--- config.mk ---
export PLATFORM = sky130hd
export DESIGN_NAME = pc_bpu
export DESIGN_NICKNAME = d
export VERILOG_FILES = /design/src/rtl/pc_bpu.sv
export SDC_FILE = /design/constraint.sdc
export NUM_CORES = 1
export LEC_CHECK = 0
export BUFFER_PORTS_ARGS = -buffer_cell sky130_fd_sc_hd__clkbuf_2
export CAP_MARGIN = 20
export CORE_UTILIZATION = 46
export CTS_BUF_LIST = sky130_fd_sc_hd__clkbuf_4 sky130_fd_sc_hd__clkbuf_8
export CTS_CLUSTER_DIAMETER = 60
export CTS_CLUSTER_SIZE = 10
export DETAILED_ROUTE_END_ITERATION = 7
export PLACE_DENSITY = 0.95
export SYNTH_ARGS = -nofsm -noshare
export SYNTH_HDL_FRONTEND = slang
export SYNTH_SLANG_ARGS = --single-unit
--- constraint.sdc ---
create_clock -name clk -period 4 [get_ports clk]
set_input_delay 0.8 -clock clk [delete_from_list [all_inputs] [get_ports clk]]
set_output_delay 0.8 -clock clk [all_outputs]
set_load 0.05 [all_outputs]
--- src/rtl/pc_bpu.sv ---
// Fetch PC register with an optional direct-mapped BTB / 2-bit counter predictor.
// Define PC_BPU_PRED_EN to build the BTB; otherwise fetch always predicts PC+4.
module pc_bpu #(
  parameter int                ADDR_W    = 32,
  parameter int                BTB_DEPTH = 16,
  parameter int                STALL_W   = 6,
  parameter logic [ADDR_W-1:0] RESET_PC  = '0
) (
  input  logic               clk,
  input  logic               rst,
  input  logic               rdy,
  input  logic [STALL_W-1:0] stall,
  input  logic               redirect_en,
  input  logic [ADDR_W-1:0]  redirect_pc,
  input  logic               upd_en,
  input  logic [ADDR_W-1:0]  upd_pc,
  input  logic               upd_taken,
  input  logic [ADDR_W-1:0]  upd_target,
  output logic [ADDR_W-1:0]  pc_o,
  output logic               pred_taken_o,
  output logic [ADDR_W-1:0]  pred_pc_o
);

  localparam int IDX_W = $clog2(BTB_DEPTH);
  localparam int TAG_W = ADDR_W - IDX_W - 2;

  logic [ADDR_W-1:0] pc_q, pc_d;
  logic [ADDR_W-1:0] seq_pc;

  assign seq_pc = pc_q + ADDR_W'(4);
  assign pc_o   = pc_q;

`ifdef PC_BPU_PRED_EN
  logic              vld_q [BTB_DEPTH];
  logic [1:0]        cnt_q [BTB_DEPTH];
  logic [TAG_W-1:0]  tag_q [BTB_DEPTH];
  logic [ADDR_W-1:0] tgt_q [BTB_DEPTH];

  logic [IDX_W-1:0]  rd_idx, wr_idx;
  logic [TAG_W-1:0]  rd_tag, wr_tag;
  logic              rd_hit, upd_hit;
  logic              upd_we, tgt_we;
  logic [1:0]        cnt_d;
  logic              unused_upd_lsb;

  assign rd_idx = pc_q[IDX_W+1:2];
  assign rd_tag = pc_q[ADDR_W-1:IDX_W+2];
  assign rd_hit = vld_q[rd_idx] && (tag_q[rd_idx] == rd_tag);

  assign pred_taken_o = rd_hit & cnt_q[rd_idx][1];
  assign pred_pc_o    = pred_taken_o ? tgt_q[rd_idx] : seq_pc;

  assign wr_idx         = upd_pc[IDX_W+1:2];
  assign wr_tag         = upd_pc[ADDR_W-1:IDX_W+2];
  assign upd_hit        = vld_q[wr_idx] && (tag_q[wr_idx] == wr_tag);
  assign unused_upd_lsb = ^upd_pc[1:0];

  // A not-taken miss writes nothing; a taken miss allocates weakly-taken.
  assign upd_we = rdy & upd_en & (upd_hit | upd_taken);
  assign tgt_we = upd_we & upd_taken;

  always_comb begin
    cnt_d = 2'b10;
    if (upd_hit) begin
      cnt_d = cnt_q[wr_idx];
      if (upd_taken && cnt_q[wr_idx] != 2'b11)
        cnt_d = cnt_q[wr_idx] + 2'd1;
      else if (!upd_taken && cnt_q[wr_idx] != 2'b00)
        cnt_d = cnt_q[wr_idx] - 2'd1;
    end
  end

  always_ff @(posedge clk or negedge rst) begin
    if (!rst) begin
      for (int i = 0; i < BTB_DEPTH; i++) begin
        vld_q[i] <= 1'b0;
        cnt_q[i] <= 2'b01;
      end
    end else if (upd_we) begin
      vld_q[wr_idx] <= 1'b1;
      cnt_q[wr_idx] <= cnt_d;
    end
  end

  // Tags and targets are qualified by the valid bits, so they carry no reset.
  always_ff @(posedge clk) begin
    if (upd_we)
      tag_q[wr_idx] <= wr_tag;
    if (tgt_we)
      tgt_q[wr_idx] <= upd_target;
  end
`else
  logic unused_upd;

  assign unused_upd   = ^{upd_en, upd_pc, upd_taken, upd_target};
  assign pred_taken_o = 1'b0;
  assign pred_pc_o    = seq_pc;
`endif

  // Redirect beats stall; an unstalled fetch follows the prediction.
  always_comb begin
    pc_d = pc_q;
    if (redirect_en)
      pc_d = redirect_pc;
    else if (stall == '0)
      pc_d = pred_pc_o;
  end

  always_ff @(posedge clk or negedge rst) begin
    if (!rst)
      pc_q <= RESET_PC;
    else if (rdy)
      pc_q <= pc_d;
  end

endmodule

After elaboration in Yosys (flattened, before gate mapping). Index checks and enable logic that the tools add are counted.

Mux-type cells: 2. Reductions and logical operators: 3. $add $sub $neg: 1.

Operator list (count): $mux 32 (2); $add 32x3->32 const B (1); $logic_not 6->1 (1); $reduce_and 2->1 (1); $reduce_bool 2->1 (1).

Logic and storage cells: 7. Register bits after elaboration: 32. Bits of input ports: 108. Output and inout port bits: 65.

Longest topological paths before layout.
Word-level depth: 3. Depth in mapped cells: 8. Gate-level depth less buffers: 6.

Worst setup path before layout. No wires, ideal clock.

Path kind: flip-flop to output port. From: register pc_q[4] (netlist: pc_o[4]). To: output pred_pc_o[13]. Setup slack: 0.676 ns. Data required time: 3.200 ns. Cell stages (with the launch flop): 7. Arrival time: 2.524 ns. Path buffers: 2. Path through: dfrtp_1 > buf_2 > nand3_1 > nor3_2 > buf_2 > and4_1 > xor2_1.

Cells in the longest elaborated chain, start to end: 1.

Ends and longest elaborated chain: from (decl) (line 27) `logic [ADDR_W-1:0] pc_q, pc_d;`; from (signal assigned) (line 113) `pc_q <= pc_d;`; $add 32x3->32 (line 30) `assign seq_pc = pc_q + ADDR_W'(4);`; to (decl) (line 21) `output logic [ADDR_W-1:0] pred_pc_o`.

No other way between the ends.

Final worst setup path.
From: register pc_q[3] (netlist: pc_o[3]). To: output pred_pc_o[30].

The elaborated chain is that of the path after synthesis.

==> impl_metrics.py <==
metrics = {
    "power": {
        "p_switching_mw": 0.762,
        "clock_power_share_pct": 21.1,
        "p_per_area_mw_per_mm2": 499,
        "vdd_drop_max_mv": 0.242,
        "power_frac_comb_pct": 47.9,
        "p_seq_share_pct": 31.0,
        "p_int_mw": 0.743,
        "p_total_mw": 1.51,
        "switching_share_pct": 50.6,
        "leakagePower_nw": 1.46,
    },
    "synth": {
        "synth_top_area_cell": "dfrtp_1",
        "yosys_register_bits": 32,
        "synth_compound_area_share_pct": 19.2,
        "yosys.area_share.simple_pct": 28.1,
        "synthXorXnorAreaFrac_pct": 10.3,
        "yosys.area_share.adder_pct": 0.524,
        "synth_area_mm2": 0.00239,
        "synthMuxAreaShare_pct": 1.36,
        "yosys_warnings": 0,
        "synthFlopType": "dfrtp_1",
        "yosys.area.top_type_share_pct": 33.5,
        "syn_inst": 286,
        "ys_types": 46,
        "synth_nets": 395,
        "synth.avg_cell_area_um2": 8.35,
        "synth_edf_count": 0,
        "synth-seq-area-share_pct": 33.5,
        "async_flop_share_pct": 100,
        "synth_top_family_by_area": "simple AND/OR/NAND/NOR gates",
        "netlist_top_cells_area": "dfrtp_1 (34%), xnor2_1 (6.2%), nand3_1 (5.0%)",
    },
    "placed_design": {
        "placed_cells": 436,
        "dpl_cell_area_mm2": 0.00291,
        "place_congestion": 0.808,
        "place_ws_ns": 1.07,
        "io_buffer_count": 105,
        "hpwl_um": 4590,
    },
    "detailed_routing": {
        "dr.pass1.iters": 4,
        "drc": 0,
        "drtIter0Drc": 154,
        "wirelength_um": 6530,
        "viasPerCell": 5.72,
        "via_count": 2540,
        "wl_per_cell_um": 14.7,
        "postRouteAntennaNets": 0,
    },
    "worst_setup_path": {
        "path_cells": "ha_1, nand2_1, nor3_2, buf_4, and2_0, nor2b_1, xnor2_1, clkbuf_2",
        "r2r_start": "pc_o[16]",
        "cp_max_fo": 12,
        "rr_endpoint": "pc_o[24]",
        "crit_slowest_cell": "dfrtp_1",
        "crit_required_ns": 3.20,
        "cp-endpoint": "pred_pc_o[30]",
        "reg2reg_depth": 5,
        "criticalPathCategory": "reg2out",
        "end_kind": "primary output",
        "startpoint": "pc_o[3]",
        "reg2reg_slack_ns": 1.91,
        "worstPathArrival_ns": 2.48,
        "cpPeakStageDelay_ns": 0.42,
        "start_kind": "flop",
    },
    "timing": {
        "period_share_pct": 82.0,
        "finalClockSkew_ns": 0.00707,
        "rsz0062_at_grt": "no",
        "holdWs_ns": 0.542,
        "final_hold_viol_count": 0,
        "fin_tns_setup_ns": 0,
        "drv_slew": 0,
        "tightest_slew_ns": 1.03,
        "maxSlewHeadroom_pct": 31.1,
        "timing.fmax_mhz": 305,
        "layout_setup_ws_ns": 0.720,
        "layout_min_cycle_time_ns": 3.28,
        "setup_violations": 0,
    },
    "cts": {
        "cts_htree_levels": 2,
        "clock_latency_ns": 0.28,
        "cts_tree": "built",
        "path_clk_slew_ns": 0.07,
        "clk_path_buf_depth": 2,
        "clock-root-buffer": "clkbuf_8",
        "cts_buffers": 5,
        "cts_resized": 0,
        "postCtsSetupBuffers": 0,
        "hold_buffers": 0,
        "cts.sinks": 32,
    },
    "floorplanning": {
        "fp.coreArea_mm2": 0.00485,
        "ios": 173,
        "dieArea_mm2": 0.00548,
        "rows": 25,
        "die_w_um": 74.0,
        "die_h_um": 74.0,
        "initial_utilization_pct": 49.2,
    },
    "finish": {
        "fill_cells": 431,
        "finalNonFillerCells": 444,
        "fin_nets": 485,
        "drive_gt1_share_pct": 34.0,
        "diodes": 0,
        "register_area_um2": 801,
        "synthToLayoutAreaGrowth_pct": 26.4,
        "largest_reg_flops": 32,
        "layout_commonest_cell": "clkbuf_2",
        "multiInputGateArea_mm2": 0.00144,
        "finish.utilization_pct": 62.2,
        "stdcell_area_mm2": 0.00302,
        "layout.cells.most_common_list": "clkbuf_2 (105), dfrtp_1 (32), nand3_1 (24)",
    },
    "global_routing": {
        "grt_usage_pct": 23.6,
        "grt_max_degree": 44,
        "grt_overflow": 0,
        "first_global_vias": 2196,
        "antenna_found_initial": 0,
        "grt_first_pass_wirelength_um": 10000,
    },
    "outcome": {
        "status": "finished clean",
    },
    "worst_hold_path": {
        "hold_path.class": "reg2reg",
        "min-delay-start": "pc_o[1]",
    },
    "run": {
        "cap_violations": 0,
    },
}
## power by group through the flow
stage | registers [mW] | logic [mW] | clock network (mW)
3_3_place_gp | 0.463 | 0.715 | 0
4_1_cts | 0.464 | 0.725 | 0.318
6_report | 0.466 | 0.722 | 0.317
2_1_floorplan | 0.626 | 0.404 | 0
5_1_grt | 0.477 | 0.761 | 0.334
3_5_place_dp | 0.470 | 0.724 | 0
## worst max-delay path, delay by kind of cell, from the launching register on
kind,cells,cell delay (ns)
xor+xnor,1,0.17
fa+ha+maj,1,0.30
buf+inv,2,0.54
flops,1,0.42
simple gates,4,0.77
## how the worst min path moves through the flow
stage / end / slack, ns / depth (start not counted)
finish: pc_o[1] / 0.54 / 1
global route: pc_o[1] / 0.55 / 1
CTS: pc_o[1] / 0.54 / 1
detailed placement: pc_o[1] / 0.53 / 1
global placement: pc_o[1] / 0.51 / 1
floorplan: pc_o[0] / 0.50 / 0
## routing by layer
metal  track usage [%]  wire, um  up-vias
met5                 0         0        -
met4              7.26        46        0
met3              3.93       364        4
met2              42.1      3330       87
met1              29.1      2790     1222
li1                  -         -     1227
## synth_stat cells (all sizes together), types with 2 or more instances
library cell,n
inv,4
nand4,10
o21a,4
nor2,19
a22oi,6
and3,19
o21ai,19
o22a,4
xnor2,17
xor2,11
nand2,16
a21oi,16
o22ai,5
nand3,25
or4,6
buf,13
dfrtp,32
nor4,2
clkbuf,14
mux2,2
nor3,6
and4,6
a31oi,6
a2bb2oi,5
and2,4
o2bb2ai,3
## cells by family after synthesis
kind of cell | Yosys count
XOR/XNOR | 28
flip-flops | 32
AO/OA/AOI/OAI | 72
AND/OR/NAND/NOR | 117
adder cells (fa/ha/maj) | 1
buffers and inverters | 32
multiplexers | 3
other | 1
## layout make-up
type | instances | area share (%)
multi-input combinational | 222 | 47.7
sequential | 32 | 26.5
timing repair buffer | 110 | 18.7
tap | 67 | 2.78
clock buffer | 6 | 2.53
clock inverter | 2 | 1.16
inverter | 5 | 0.622
(Power assumes the default switching activity.)
